## src/rtl/spu_maexp_gen_pkg.sv

```systemverilog
// Shared definitions for the modular-exponentiation sequencer: one-hot states
// and default parameter values.
package spu_maexp_gen_pkg;

  localparam int DEF_EWIDTH  = 64;
  localparam int DEF_CNT_W   = 6;
  localparam int DEF_MEM_LAT = 1;

  localparam int ST_W      = 7;
  localparam int IDX_IDLE  = 0;
  localparam int IDX_RDE   = 1;
  localparam int IDX_RDW   = 2;
  localparam int IDX_SQR   = 3;
  localparam int IDX_ECHK  = 4;
  localparam int IDX_MUL   = 5;
  localparam int IDX_SHFT  = 6;

  // Encodings follow the IDX_* bit positions above.
  typedef enum logic [ST_W-1:0] {
    ST_IDLE = 7'b000_0001,
    ST_RDE  = 7'b000_0010,
    ST_RDW  = 7'b000_0100,
    ST_SQR  = 7'b000_1000,
    ST_ECHK = 7'b001_0000,
    ST_MUL  = 7'b010_0000,
    ST_SHFT = 7'b100_0000
  } state_t;

endpackage

```

## src/rtl/spu_maexp_gen_if.sv

```systemverilog
// Control/status bundle between the exponent sequencer (master) and the
// surrounding MA control, datapath and mulred blocks (slave).
interface spu_maexp_gen_if
  import spu_maexp_gen_pkg::*;
#(
  parameter int CNT_W = DEF_CNT_W
) ();

  logic             spu_mactl_iss_pulse_dly;
  logic             spu_mactl_expop;
  logic             spu_mactl_ct_mode;
  logic [CNT_W-1:0] spu_mactl_es_nwords;
  logic             spu_mactl_kill_op;
  logic             spu_mactl_stxa_force_abort;
  logic             spu_madp_e_msb;
  logic             spu_mared_red_done;

  logic             spu_maexp_memren;
  logic             spu_maexp_e_rd_oprnd_sel;
  logic             spu_maexp_e_data_wen;
  logic             spu_maexp_shift_e;
  logic [CNT_W-1:0] spu_maexp_es_ptr;
  logic             spu_maexp_start_mulred_aequb;
  logic             spu_maexp_start_mulred_anoteqb;
  logic             spu_maexp_mul_discard;
  logic             spu_maexp_busy;
  logic             spu_maexp_done_set;

  modport master (
    input  spu_mactl_iss_pulse_dly, spu_mactl_expop, spu_mactl_ct_mode,
           spu_mactl_es_nwords, spu_mactl_kill_op, spu_mactl_stxa_force_abort,
           spu_madp_e_msb, spu_mared_red_done,
    output spu_maexp_memren, spu_maexp_e_rd_oprnd_sel, spu_maexp_e_data_wen,
           spu_maexp_shift_e, spu_maexp_es_ptr, spu_maexp_start_mulred_aequb,
           spu_maexp_start_mulred_anoteqb, spu_maexp_mul_discard,
           spu_maexp_busy, spu_maexp_done_set
  );

  modport slave (
    output spu_mactl_iss_pulse_dly, spu_mactl_expop, spu_mactl_ct_mode,
           spu_mactl_es_nwords, spu_mactl_kill_op, spu_mactl_stxa_force_abort,
           spu_madp_e_msb, spu_mared_red_done,
    input  spu_maexp_memren, spu_maexp_e_rd_oprnd_sel, spu_maexp_e_data_wen,
           spu_maexp_shift_e, spu_maexp_es_ptr, spu_maexp_start_mulred_aequb,
           spu_maexp_start_mulred_anoteqb, spu_maexp_mul_discard,
           spu_maexp_busy, spu_maexp_done_set
  );

endinterface

```

## src/rtl/spu_maexp_gen_ctr.sv

```systemverilog
// Exponent bit counter and word pointer with last-bit / last-word flags.
module spu_maexp_gen_ctr #(
  parameter int EWIDTH = 64,
  parameter int CNT_W  = 6
) (
  input  logic             rclk,
  input  logic             arst_l,
  input  logic             i_clr_all,
  input  logic             i_clr_bit,
  input  logic             i_inc_bit,
  input  logic             i_inc_word,
  input  logic [CNT_W-1:0] i_nwords,
  output logic [CNT_W-1:0] o_es_ptr,
  output logic             o_last_bit,
  output logic             o_last_word
);

  localparam int BCNT_W = $clog2(EWIDTH);

  logic [BCNT_W-1:0] r_bit_cnt;
  logic [CNT_W-1:0]  r_es_ptr;

  always_ff @(posedge rclk or negedge arst_l) begin
    if (!arst_l) begin
      r_bit_cnt <= '0;
      r_es_ptr  <= '0;
    end else if (i_clr_all) begin
      r_bit_cnt <= '0;
      r_es_ptr  <= '0;
    end else begin
      if (i_clr_bit)
        r_bit_cnt <= '0;
      else if (i_inc_bit)
        r_bit_cnt <= r_bit_cnt + 1'b1;
      if (i_inc_word)
        r_es_ptr <= r_es_ptr + 1'b1;
    end
  end

  assign o_es_ptr    = r_es_ptr;
  assign o_last_bit  = (r_bit_cnt == BCNT_W'(EWIDTH - 1));
  assign o_last_word = (r_es_ptr == (i_nwords - CNT_W'(1)));

endmodule

```

## src/rtl/spu_maexp_gen.sv

```systemverilog
// Square-and-multiply exponent sequencer: fetches exponent words MSB-first and
// issues square/multiply requests, with an optional constant-time mode.
module spu_maexp_gen
  import spu_maexp_gen_pkg::*;
#(
  parameter int EWIDTH  = DEF_EWIDTH,
  parameter int CNT_W   = DEF_CNT_W,
  parameter int MEM_LAT = DEF_MEM_LAT
) (
  input  logic             rclk,
  input  logic             arst_l,
  input  logic             se,
  spu_maexp_gen_if.master  bus
);

  localparam int LAT_W = $clog2(MEM_LAT + 1);

  state_t           r_state;
  logic [CNT_W-1:0] r_nwords;
  logic             r_ct;
  logic [LAT_W-1:0] r_lat;
  logic             r_memren, r_e_wen, r_shift_e;
  logic             r_aequb, r_anoteqb, r_discard, r_done;

  logic             w_start, w_busy, w_in_red, w_abort, w_lat_last, w_finish;
  logic             w_zero_start, w_clr_all, w_clr_bit, w_inc_bit, w_inc_word;
  logic             w_last_bit, w_last_word;
  logic [CNT_W-1:0] w_es_ptr;

  // Scan stitching attaches se downstream; it has no functional effect here.
  logic w_unused_se;
  assign w_unused_se = se;

  assign w_start      = bus.spu_mactl_iss_pulse_dly & bus.spu_mactl_expop;
  assign w_busy       = (r_state != ST_IDLE);
  assign w_in_red     = (r_state == ST_SQR) || (r_state == ST_MUL);
  assign w_abort      = w_busy & (bus.spu_mactl_kill_op |
                        (bus.spu_mactl_stxa_force_abort & bus.spu_mared_red_done & w_in_red));
  assign w_lat_last   = (r_lat == LAT_W'(MEM_LAT));
  assign w_finish     = (r_state == ST_SHFT) & w_last_bit & w_last_word & ~w_abort;
  assign w_zero_start = (r_state == ST_IDLE) & w_start & (bus.spu_mactl_es_nwords == '0);
  assign w_clr_all    = w_abort | ((r_state == ST_IDLE) & w_start) | w_finish;
  assign w_clr_bit    = (r_state == ST_RDW) & w_lat_last;
  assign w_inc_bit    = (r_state == ST_SHFT) & ~w_last_bit & ~w_abort;
  assign w_inc_word   = (r_state == ST_SHFT) & w_last_bit & ~w_last_word & ~w_abort;

  spu_maexp_gen_ctr #(.EWIDTH(EWIDTH), .CNT_W(CNT_W)) u_ctr (
    .rclk        (rclk),
    .arst_l      (arst_l),
    .i_clr_all   (w_clr_all),
    .i_clr_bit   (w_clr_bit),
    .i_inc_bit   (w_inc_bit),
    .i_inc_word  (w_inc_word),
    .i_nwords    (r_nwords),
    .o_es_ptr    (w_es_ptr),
    .o_last_bit  (w_last_bit),
    .o_last_word (w_last_word)
  );

  always_ff @(posedge rclk or negedge arst_l) begin
    if (!arst_l) begin
      r_state   <= ST_IDLE;
      r_nwords  <= '0;
      r_ct      <= 1'b0;
      r_lat     <= '0;
      r_memren  <= 1'b0;
      r_e_wen   <= 1'b0;
      r_shift_e <= 1'b0;
      r_aequb   <= 1'b0;
      r_anoteqb <= 1'b0;
      r_discard <= 1'b0;
      r_done    <= 1'b0;
    end else begin
      r_memren  <= 1'b0;
      r_e_wen   <= 1'b0;
      r_shift_e <= 1'b0;
      r_aequb   <= 1'b0;
      r_anoteqb <= 1'b0;
      // A new issue clears the sticky flag even if a completion lands the same cycle.
      if (bus.spu_mactl_iss_pulse_dly)
        r_done <= w_zero_start;
      else if (w_finish | (w_abort & bus.spu_mactl_expop))
        r_done <= 1'b1;

      if (w_abort) begin
        r_state   <= ST_IDLE;
        r_discard <= 1'b0;
        r_lat     <= '0;
      end else begin
        case (r_state)
          ST_IDLE: if (w_start) begin
            r_nwords <= bus.spu_mactl_es_nwords;
            r_ct     <= bus.spu_mactl_ct_mode;
            if (bus.spu_mactl_es_nwords != '0) begin
              r_state  <= ST_RDE;
              r_memren <= 1'b1;
            end
          end
          ST_RDE: begin
            r_state <= ST_RDW;
            r_lat   <= LAT_W'(1);
            r_e_wen <= (MEM_LAT == 1);
          end
          ST_RDW: if (w_lat_last) begin
            r_state <= ST_SQR;
            r_aequb <= 1'b1;
          end else begin
            r_lat   <= r_lat + 1'b1;
            r_e_wen <= ((r_lat + 1'b1) == LAT_W'(MEM_LAT));
          end
          ST_SQR: if (bus.spu_mared_red_done) r_state <= ST_ECHK;
          ST_ECHK: if (bus.spu_madp_e_msb | r_ct) begin
            r_state   <= ST_MUL;
            r_anoteqb <= 1'b1;
            r_discard <= ~bus.spu_madp_e_msb;
          end else begin
            r_state   <= ST_SHFT;
            r_e_wen   <= 1'b1;
            r_shift_e <= 1'b1;
          end
          ST_MUL: if (bus.spu_mared_red_done) begin
            r_state   <= ST_SHFT;
            r_discard <= 1'b0;
            r_e_wen   <= 1'b1;
            r_shift_e <= 1'b1;
          end
          ST_SHFT: if (!w_last_bit) begin
            r_state <= ST_SQR;
            r_aequb <= 1'b1;
          end else if (w_last_word) begin
            r_state <= ST_IDLE;
          end else begin
            r_state  <= ST_RDE;
            r_memren <= 1'b1;
          end
          default: r_state <= ST_IDLE;
        endcase
      end
    end
  end

  assign bus.spu_maexp_memren               = r_memren;
  assign bus.spu_maexp_e_rd_oprnd_sel       = r_memren;
  assign bus.spu_maexp_e_data_wen           = r_e_wen;
  assign bus.spu_maexp_shift_e              = r_shift_e;
  assign bus.spu_maexp_es_ptr               = w_es_ptr;
  assign bus.spu_maexp_start_mulred_aequb   = r_aequb;
  assign bus.spu_maexp_start_mulred_anoteqb = r_anoteqb;
  assign bus.spu_maexp_mul_discard          = r_discard;
  assign bus.spu_maexp_busy                 = w_busy;
  assign bus.spu_maexp_done_set             = r_done;

endmodule

```

## src/flat_wrapper.sv

```systemverilog
// flat-port wrapper written by rule: the top's interface ports become plain ports
module spu_maexp_gen_flat import spu_maexp_gen_pkg::*;
#(
  parameter int EWIDTH  = DEF_EWIDTH,
  parameter int CNT_W   = DEF_CNT_W,
  parameter int MEM_LAT = DEF_MEM_LAT
)
  (rclk, arst_l, se, bus_spu_mactl_iss_pulse_dly, bus_spu_mactl_expop, bus_spu_mactl_ct_mode, bus_spu_mactl_es_nwords, bus_spu_mactl_kill_op, bus_spu_mactl_stxa_force_abort, bus_spu_madp_e_msb, bus_spu_mared_red_done, bus_spu_maexp_memren, bus_spu_maexp_e_rd_oprnd_sel, bus_spu_maexp_e_data_wen, bus_spu_maexp_shift_e, bus_spu_maexp_es_ptr, bus_spu_maexp_start_mulred_aequb, bus_spu_maexp_start_mulred_anoteqb, bus_spu_maexp_mul_discard, bus_spu_maexp_busy, bus_spu_maexp_done_set);
  spu_maexp_gen_if #(.CNT_W(CNT_W)) bus_i ();
  input  logic rclk;
  input  logic arst_l;
  input  logic se;
  input wire logic [$bits(bus_i.spu_mactl_iss_pulse_dly)-1:0] bus_spu_mactl_iss_pulse_dly;
  input wire logic [$bits(bus_i.spu_mactl_expop)-1:0] bus_spu_mactl_expop;
  input wire logic [$bits(bus_i.spu_mactl_ct_mode)-1:0] bus_spu_mactl_ct_mode;
  input wire logic [$bits(bus_i.spu_mactl_es_nwords)-1:0] bus_spu_mactl_es_nwords;
  input wire logic [$bits(bus_i.spu_mactl_kill_op)-1:0] bus_spu_mactl_kill_op;
  input wire logic [$bits(bus_i.spu_mactl_stxa_force_abort)-1:0] bus_spu_mactl_stxa_force_abort;
  input wire logic [$bits(bus_i.spu_madp_e_msb)-1:0] bus_spu_madp_e_msb;
  input wire logic [$bits(bus_i.spu_mared_red_done)-1:0] bus_spu_mared_red_done;
  output wire logic [$bits(bus_i.spu_maexp_memren)-1:0] bus_spu_maexp_memren;
  output wire logic [$bits(bus_i.spu_maexp_e_rd_oprnd_sel)-1:0] bus_spu_maexp_e_rd_oprnd_sel;
  output wire logic [$bits(bus_i.spu_maexp_e_data_wen)-1:0] bus_spu_maexp_e_data_wen;
  output wire logic [$bits(bus_i.spu_maexp_shift_e)-1:0] bus_spu_maexp_shift_e;
  output wire logic [$bits(bus_i.spu_maexp_es_ptr)-1:0] bus_spu_maexp_es_ptr;
  output wire logic [$bits(bus_i.spu_maexp_start_mulred_aequb)-1:0] bus_spu_maexp_start_mulred_aequb;
  output wire logic [$bits(bus_i.spu_maexp_start_mulred_anoteqb)-1:0] bus_spu_maexp_start_mulred_anoteqb;
  output wire logic [$bits(bus_i.spu_maexp_mul_discard)-1:0] bus_spu_maexp_mul_discard;
  output wire logic [$bits(bus_i.spu_maexp_busy)-1:0] bus_spu_maexp_busy;
  output wire logic [$bits(bus_i.spu_maexp_done_set)-1:0] bus_spu_maexp_done_set;
  assign bus_i.spu_mactl_iss_pulse_dly = bus_spu_mactl_iss_pulse_dly;
  assign bus_i.spu_mactl_expop = bus_spu_mactl_expop;
  assign bus_i.spu_mactl_ct_mode = bus_spu_mactl_ct_mode;
  assign bus_i.spu_mactl_es_nwords = bus_spu_mactl_es_nwords;
  assign bus_i.spu_mactl_kill_op = bus_spu_mactl_kill_op;
  assign bus_i.spu_mactl_stxa_force_abort = bus_spu_mactl_stxa_force_abort;
  assign bus_i.spu_madp_e_msb = bus_spu_madp_e_msb;
  assign bus_i.spu_mared_red_done = bus_spu_mared_red_done;
  assign bus_spu_maexp_memren = bus_i.spu_maexp_memren;
  assign bus_spu_maexp_e_rd_oprnd_sel = bus_i.spu_maexp_e_rd_oprnd_sel;
  assign bus_spu_maexp_e_data_wen = bus_i.spu_maexp_e_data_wen;
  assign bus_spu_maexp_shift_e = bus_i.spu_maexp_shift_e;
  assign bus_spu_maexp_es_ptr = bus_i.spu_maexp_es_ptr;
  assign bus_spu_maexp_start_mulred_aequb = bus_i.spu_maexp_start_mulred_aequb;
  assign bus_spu_maexp_start_mulred_anoteqb = bus_i.spu_maexp_start_mulred_anoteqb;
  assign bus_spu_maexp_mul_discard = bus_i.spu_maexp_mul_discard;
  assign bus_spu_maexp_busy = bus_i.spu_maexp_busy;
  assign bus_spu_maexp_done_set = bus_i.spu_maexp_done_set;
  spu_maexp_gen #(.EWIDTH(EWIDTH), .CNT_W(CNT_W), .MEM_LAT(MEM_LAT)) u_core (.rclk(rclk), .arst_l(arst_l), .se(se), .bus(bus_i));
endmodule
```

## config.mk

```make
export PLATFORM = sky130hd
export DESIGN_NAME = spu_maexp_gen_flat
export DESIGN_NICKNAME = d
export VERILOG_FILES = /design/src/rtl/spu_maexp_gen_pkg.sv /design/src/rtl/spu_maexp_gen_if.sv /design/src/rtl/spu_maexp_gen_ctr.sv /design/src/rtl/spu_maexp_gen.sv /design/src/flat_wrapper.sv
export SDC_FILE = /design/constraint.sdc
export NUM_CORES = 1
export LEC_CHECK = 0
export BUFFER_PORTS_ARGS = -buffer_cell sky130_fd_sc_hd__buf_2
export CAP_MARGIN = 20
export CORE_ASPECT_RATIO = 0.8
export CORE_UTILIZATION = 55
export CTS_CLUSTER_SIZE = 12
export DETAILED_ROUTE_END_ITERATION = 7
export PLACE_DENSITY = 0.9
export SLEW_MARGIN = 20
export SYNTH_ARGS = -nofsm -noshare
export SYNTH_HDL_FRONTEND = slang
export SYNTH_SLANG_ARGS = --single-unit
```

## constraint.sdc

```tcl
create_clock -name rclk -period 2.7 [get_ports rclk]
set_input_delay 0.27 -clock rclk [delete_from_list [all_inputs] [get_ports rclk]]
set_output_delay 0.27 -clock rclk [all_outputs]
set_load 0.05 [all_outputs]
```

## Word level (Yosys, flattened, before mapping)

Index checks and enable logic that the tools add are counted.

- Eq/ne operators: 16
- Add/subtract/negate cells: 4
- Reductions and logical operators: 11
- Bitwise operators: 24
- Multiplexer cells: 44

Operator list:

| operator | count |
|---|---|
| $mux 7 | 8 |
| $pmux 7 s7 | 1 |
| $mux 6 | 5 |
| $mux 1 | 23 |
| $and 1x1->1 | 15 |
| $add 6x1->6 const B | 2 |
| $pmux 1 s2 | 5 |
| $ne 3x1->1 const B | 3 |
| $ne 3x2->1 const B | 3 |
| $reduce_bool 3->1 | 3 |
| $eq 7x1->1 const B | 1 |
| $eq 7x2->1 const B | 1 |
| $eq 7x3->1 const B | 1 |
| $eq 7x4->1 const B | 1 |
| $eq 7x5->1 const B | 1 |
| $eq 7x6->1 const B | 1 |
| $eq 7x7->1 const B | 1 |
| $ne 7x1->1 const B | 1 |
| $eq 6x6->1 | 1 |
| $eq 6x6->1 const B | 1 |
| $logic_not 6->1 | 1 |
| $reduce_and 3->1 | 2 |
| $reduce_bool 6->1 | 1 |
| $sub 6x1->6 const B | 1 |
| 8 further kinds | 16 |

- Flip-flop bits (word level): 34
- Output and inout port bits: 15
- Logic and storage cells: 112

## Longest topological paths before layout

- Depth in word-level cells: 10
- Gate-level depth with buffers: 9

## Modules after synthesis

A second synthesis with hierarchy kept.

- Cell total of the unflattened synthesis: 189
- Area, all modules: 1864.3 sq um

Modules (own cells, without submodules):

| module | instances | cells an instance | area each (sq um) |
|---|---|---|---|
| spu_maexp_gen | 1 | 117 | 1163.6 |
| spu_maexp_gen_ctr | 1 | 72 | 700.7 |

## Least setup slack after synthesis

Ideal clock, no wire load.

- Kind: register to register
- From: reg u_core.u_ctr.r_es_ptr[4] (netlist: u_core.u_ctr.o_es_ptr[4])
- To: reg u_core.u_ctr.r_es_ptr[0] (netlist: u_core.u_ctr.o_es_ptr[0])
- Data arrival time: 1.913 ns
- Path buffers: 1
- Path slack: 0.693 ns
- Stages on the path, launching flop included: 8
- Path through: dfrtp_1 > xnor2_1 > o21ai_0 > a21oi_1 > and4b_1 > clkbuf_1 > or3_1 > a211oi_1

- Word-level cells in the longest chain between the ends: 5
- Elaborated cells between the ends (all ways): 9
- Those cells by class: eq/ne: 1; mux: 1; bitwise: 6; reduce/logical: 1

Ends and longest elaborated chain:

| element | RTL line | source |
|---|---|---|
| start: declaration | spu_maexp_gen_ctr.sv:21 | `logic [CNT_W-1:0] r_es_ptr;` |
| start signal: assignment | spu_maexp_gen_ctr.sv:36 | `r_es_ptr <= r_es_ptr + 1'b1;` |
| $eq 6x6->1 * | spu_maexp_gen_ctr.sv:42 | `assign o_last_word = (r_es_ptr == (i_nwords - CNT_W'(1)));` |
| $and 1x1->1 or $not 1->1 (tied branches) | spu_maexp_gen.sv:40, spu_maexp_gen.sv:45 |  |
| $and 1x1->1, on equally long branches | spu_maexp_gen.sv:40, spu_maexp_gen.sv:45 |  |
| $or 1x1->1 or $and 1x1->1 (tied branches) | spu_maexp_gen.sv:42, spu_maexp_gen.sv:45 |  |
| $mux 6 or $reduce_bool 2->1 (tied branches) | -- |  |

Every way passes the cells marked *; elsewhere a longest branch is shown, timed or not.
A chain may end at the register's enable or synchronous reset.

## Worst setup path after layout

- From: reg u_core.r_state[2]
- To: reg u_core.u_ctr.r_bit_cnt[0]

- Word-level cells in the longest chain between the ends: 9
- Elaborated cells between the ends (all ways): 23
- Those cells by class: eq/ne: 6; mux: 2; bitwise: 13; reduce/logical: 2

Ends and longest elaborated chain:

| element | RTL line | source |
|---|---|---|
| start: declaration | spu_maexp_gen.sv:18 | `state_t r_state;` |
| start signal: assignment | spu_maexp_gen.sv:62 | `r_state <= ST_IDLE;` |
| start signal: assignment | spu_maexp_gen.sv:86 | `r_state <= ST_IDLE;` |
| start signal: assignment | spu_maexp_gen.sv:95 | `r_state <= ST_RDE;` |
| $eq 7x4->1 or $eq 7x6->1 (tied branches) | spu_maexp_gen.sv:36 | `assign w_in_red = (r_state == ST_SQR) \|\| (r_state == ST_MUL);` |
| $logic_or 1x1->1 | spu_maexp_gen.sv:36 |  |
| $and 1x1->1 | spu_maexp_gen.sv:38 | `(bus.spu_mactl_stxa_force_abort & bus.spu_mared_red_done & w_in_red));` |
| $or 1x1->1 | spu_maexp_gen.sv:37 | `assign w_abort = w_busy & (bus.spu_mactl_kill_op \|` |
| $and 1x1->1 | spu_maexp_gen.sv:37 |  |
| $not 1->1 (no source line) | -- |  |
| $and 1x1->1 | spu_maexp_gen.sv:40 | `assign w_finish = (r_state == ST_SHFT) & w_last_bit & w_last_word & ~w_abort;` |
| $or 1x1->1 | spu_maexp_gen.sv:42 | `assign w_clr_all = w_abort \| ((r_state == ST_IDLE) & w_start) \| w_finish;` |
| $reduce_bool 3->1 (no source line) or $mux 6 (tied branches) | -- |  |
| end signal: assignment | spu_maexp_gen_ctr.sv:34 | `r_bit_cnt <= r_bit_cnt + 1'b1;` |
| end: declaration | spu_maexp_gen_ctr.sv:20 | `logic [BCNT_W-1:0] r_bit_cnt;` |

Several ways; a longest one is shown, not always the timed one.

==> results.md <==
- Logic pwr share: 0.371
- Crit-path leading delay family: simple AND/OR/NAND/NOR gates
- Syn Std Cell Area: 1920 um^2
- TritonCTS Buffers: 5
- Hold buffer count at cts: 0
- Worst R2R Path Depth: 7
- Share of cells above drive strength 1: 0.258
- CP peak stage delay: 520 ps
- Final WS setup: 533 ps
- Skew-Pair Late Insertion Delay: 290 ps
- Full die area: 3740 um^2
- Setup crit end kind: flip-flop
- Arrival @ worst endpoint: 2390 ps
- Clock Sinks: 34
- Setup violators final: 0
- Max Slew Vio Count: 0
- Critical path's slowest cell: dfrtp_1
- Final net count: 243
- Largest net degree at the start of global routing: 35
- Setup TNS: 0 ps
- Port Buffers: 29
- Clock slew at reported path FFs: 70 ps
- Sequential cell area fraction in the yosys report: 0.443
- Total Routed Length: 3.88 mm
- Total vias in the final route: 1528
- Clock share of power: 0.226
- Die H: 54.9 um
- Dpl ws: 529 ps
- Total Power: 1700 uW
- Filler cells: 256
- Post-CTS Resized: 0
- Outcome: finished clean
- Post-CTS Setup Bufs: 0
- DR DRC count: 0
- Crit-path max FO: 12
- FF-to-FF setup slack: 530 ps
- Sequential cell fraction of total power: 0.403
- Core area: 3200 um^2
- Worst R2R End: u_core.u_ctr.r_bit_cnt[0]
- CP required: 2930 ps
- FF-to-FF Start: u_core.r_state[2]
- # diodes: 0
- Final period util: 0.803
- Initial antenna violation count: 0
- Gate Count Post-Synth: 194
- CP bufs+invs: 1
- Static leakage: 0.00103 uW
- CTS root buffer: clkbuf_8
- WS Path Type: reg -> reg
- HPWL after DPL: 2.81 mm
- RePlAce Congestion: 0.879
- Avg WL per Cell: 14.7 um
- CTS H-Tree Depth: 2
- Min-Delay Path Class: in -> async
- Fin. Hold Viols: 0
- RSZ-0062 raised after global routing: no
- Area delta synth->final: 13.2%
- Startpoint Class: flip-flop
- Worst-Margin Slew: 744 ps
- DRT Pass-1 Iters: 4
- First-pass GRT wire length: 6.48 mm
- Int Pwr: 1060 uW
- Yosys reg bits: 34
- Pwr/cell area: 783 nW/um^2
- Post-layout util: 0.680
- Routed vias/inst: 5.77
- Row count: 18
- VDD IR-drop max: 0.000537 V
- Antenna viol nets, final: 0
- Total grt overflow: 0
- Switching portion of total power: 0.376
- Slew headroom: 0.504
- Critical Path, Cell by Cell: nor4_4 -> and4bb_4 -> nor2_1 -> buf_4 -> a211o_1 -> a21o_2 -> nor2_1
- Synthesized Nets: 213
- Avg Inst Size Synth: 9.91 um^2
- Most frequent CP cell: nor2_1
- Leading cell types in the layout, fill and taps excluded: 33 x dfrtp_1, 29 x buf_2, 24 x nor2_1
- IO Count: 31
- Initial core utilization: 0.601
- Cell variety after synth: 52
- Hold WS: 42.9 ps
- Psw: 640 uW
- Total track usage: 0.250
- CTS max path bufs: 2
- Warnings, synthesis: 0
- Chip width: 68.1 um
- Vias in the first global route: 1423
- Max Cap Viol: 0
- Drt first-iter violations: 86
- Final clock skew: 8.56 ps
- FMAX: 461 MHz
- Tmin final: 2170 ps
- CTS tree: yes
- Most common cell after layout, fill and taps aside: dfrtp_1
-- synthesized netlist by cell type, drive strengths merged --
library cell | n | area (um^2)
nand3b | 3 | 22.5
ha | 3 | 37.5
inv | 3 | 13.8
or3 | 2 | 12.5
buf | 6 | 43.8
nor2b | 1 | 6.26
mux2i | 2 | 20.0
or4bb | 1 | 11.3
a211oi | 4 | 42.5
or2b | 1 | 7.51
a41oi | 1 | 8.76
a211o | 2 | 17.5
nand2 | 16 | 60.1
nand3 | 5 | 25.0
o31ai | 1 | 7.51
and4bb | 1 | 16.3
nand4 | 7 | 43.8
a22oi | 1 | 7.51
o21a | 1 | 7.51
and4 | 1 | 8.76
a221oi | 1 | 8.76
a21o | 2 | 16.3
a32o | 1 | 10.0
and4b | 2 | 20.0
o21bai | 1 | 7.51
xor2 | 10 | 87.6
xnor2 | 7 | 61.3
dfrtp | 33 | 826
a31oi | 1 | 6.26
clkbuf | 3 | 11.3
o32ai | 1 | 8.76
dfstp | 1 | 26.3
a2bb2oi | 1 | 8.76
mux2 | 5 | 56.3
nor4 | 4 | 55.1
a21oi | 11 | 55.1
or3b | 1 | 8.76
and3 | 5 | 35.0
and2 | 1 | 6.26
nor3 | 4 | 20.0
or4 | 1 | 7.51
nor3b | 2 | 15.0
nor2 | 27 | 109
o21ai | 7 | 35.0
-- area by class of cell --
class | count | area, um^2 | share of cell area
inverters | 3 | 13.8 | 0.00633
flip-flops and latches | 34 | 852 | 0.392
well taps | 40 | 50.0 | 0.0230
clock inverters | 1 | 5.00 | 0.00230
multi-input cells | 148 | 1000 | 0.460
clock buffers | 7 | 86.3 | 0.0397
repair buffers | 32 | 168 | 0.0771
-- flip-flops by register name (all words and copies together), names as in the netlist, 6 cells and up --
signal and cells:
u_core.r_state 7, u_core.u_ctr.r_bit_cnt 6, u_core.u_ctr.o_es_ptr 6, u_core.r_nwords 6
-- worst reg2reg max path, stage by stage (launching register included) --
cell and delay, ps:
dfrtp_1 520, nor4_4 370, and4bb_4 340, nor2_1 80, buf_4 180, a211o_1 240
a21o_2 260, nor2_1 120
-- worst max path at each step --
stage                              from                         to  slack, ps  cells past startpoint
6_report              u_core.r_state[2]  u_core.u_ctr.r_bit_cnt[0]        530                      7
5_1_grt               u_core.r_state[2]   u_core.u_ctr.o_es_ptr[4]        370                      6
4_1_cts               u_core.r_state[2]  u_core.u_ctr.r_bit_cnt[4]        510                      7
3_5_place_dp          u_core.r_state[2]  u_core.u_ctr.r_bit_cnt[4]        530                      7
3_3_place_gp          u_core.r_state[2]  u_core.u_ctr.r_bit_cnt[1]        610                      7
2_1_floorplan  u_core.u_ctr.o_es_ptr[4]   u_core.u_ctr.o_es_ptr[0]        690                      7
-- logic make-up after synthesis --
kind of cell               share of synthesized area
DFF                                            0.443
AOI/OAI and AO/OA                              0.129
muxes                                         0.0397
buffers and inverters                         0.0358
xor gates and xnor gates                      0.0775
and+or+nand+nor                                0.255
adders and majority gates                     0.0195
-- stage by stage --
stage / area [um^2] / instances
after CTS: 2180 / 265
after global placement: 2080 / 257
after detailed placement: 2080 / 257
after floorplan: 1920 / 194
after global routing: 2180 / 265
final: 2180 / 265
-- power by group through the flow --
stage          combinational (uW)  sequential, uW  clock, uW
6_report                      632             687        385
5_1_grt                       697             701        422
4_1_cts                       633             686        399
3_5_place_dp                  628             696          0
3_3_place_gp                  612             692          0
2_1_floorplan                 479             692          0
-- layer usage --
layer  share of wire  vias to the layer above  GRT usage
li1                -                      757          -
met1            0.48                      731      0.329
met2            0.45                       36      0.374
met3           0.062                        4     0.0938
met4          0.0075                        0     0.0938
met5               0                        -          0
Note: power is estimated with default switching activity, not from simulation.
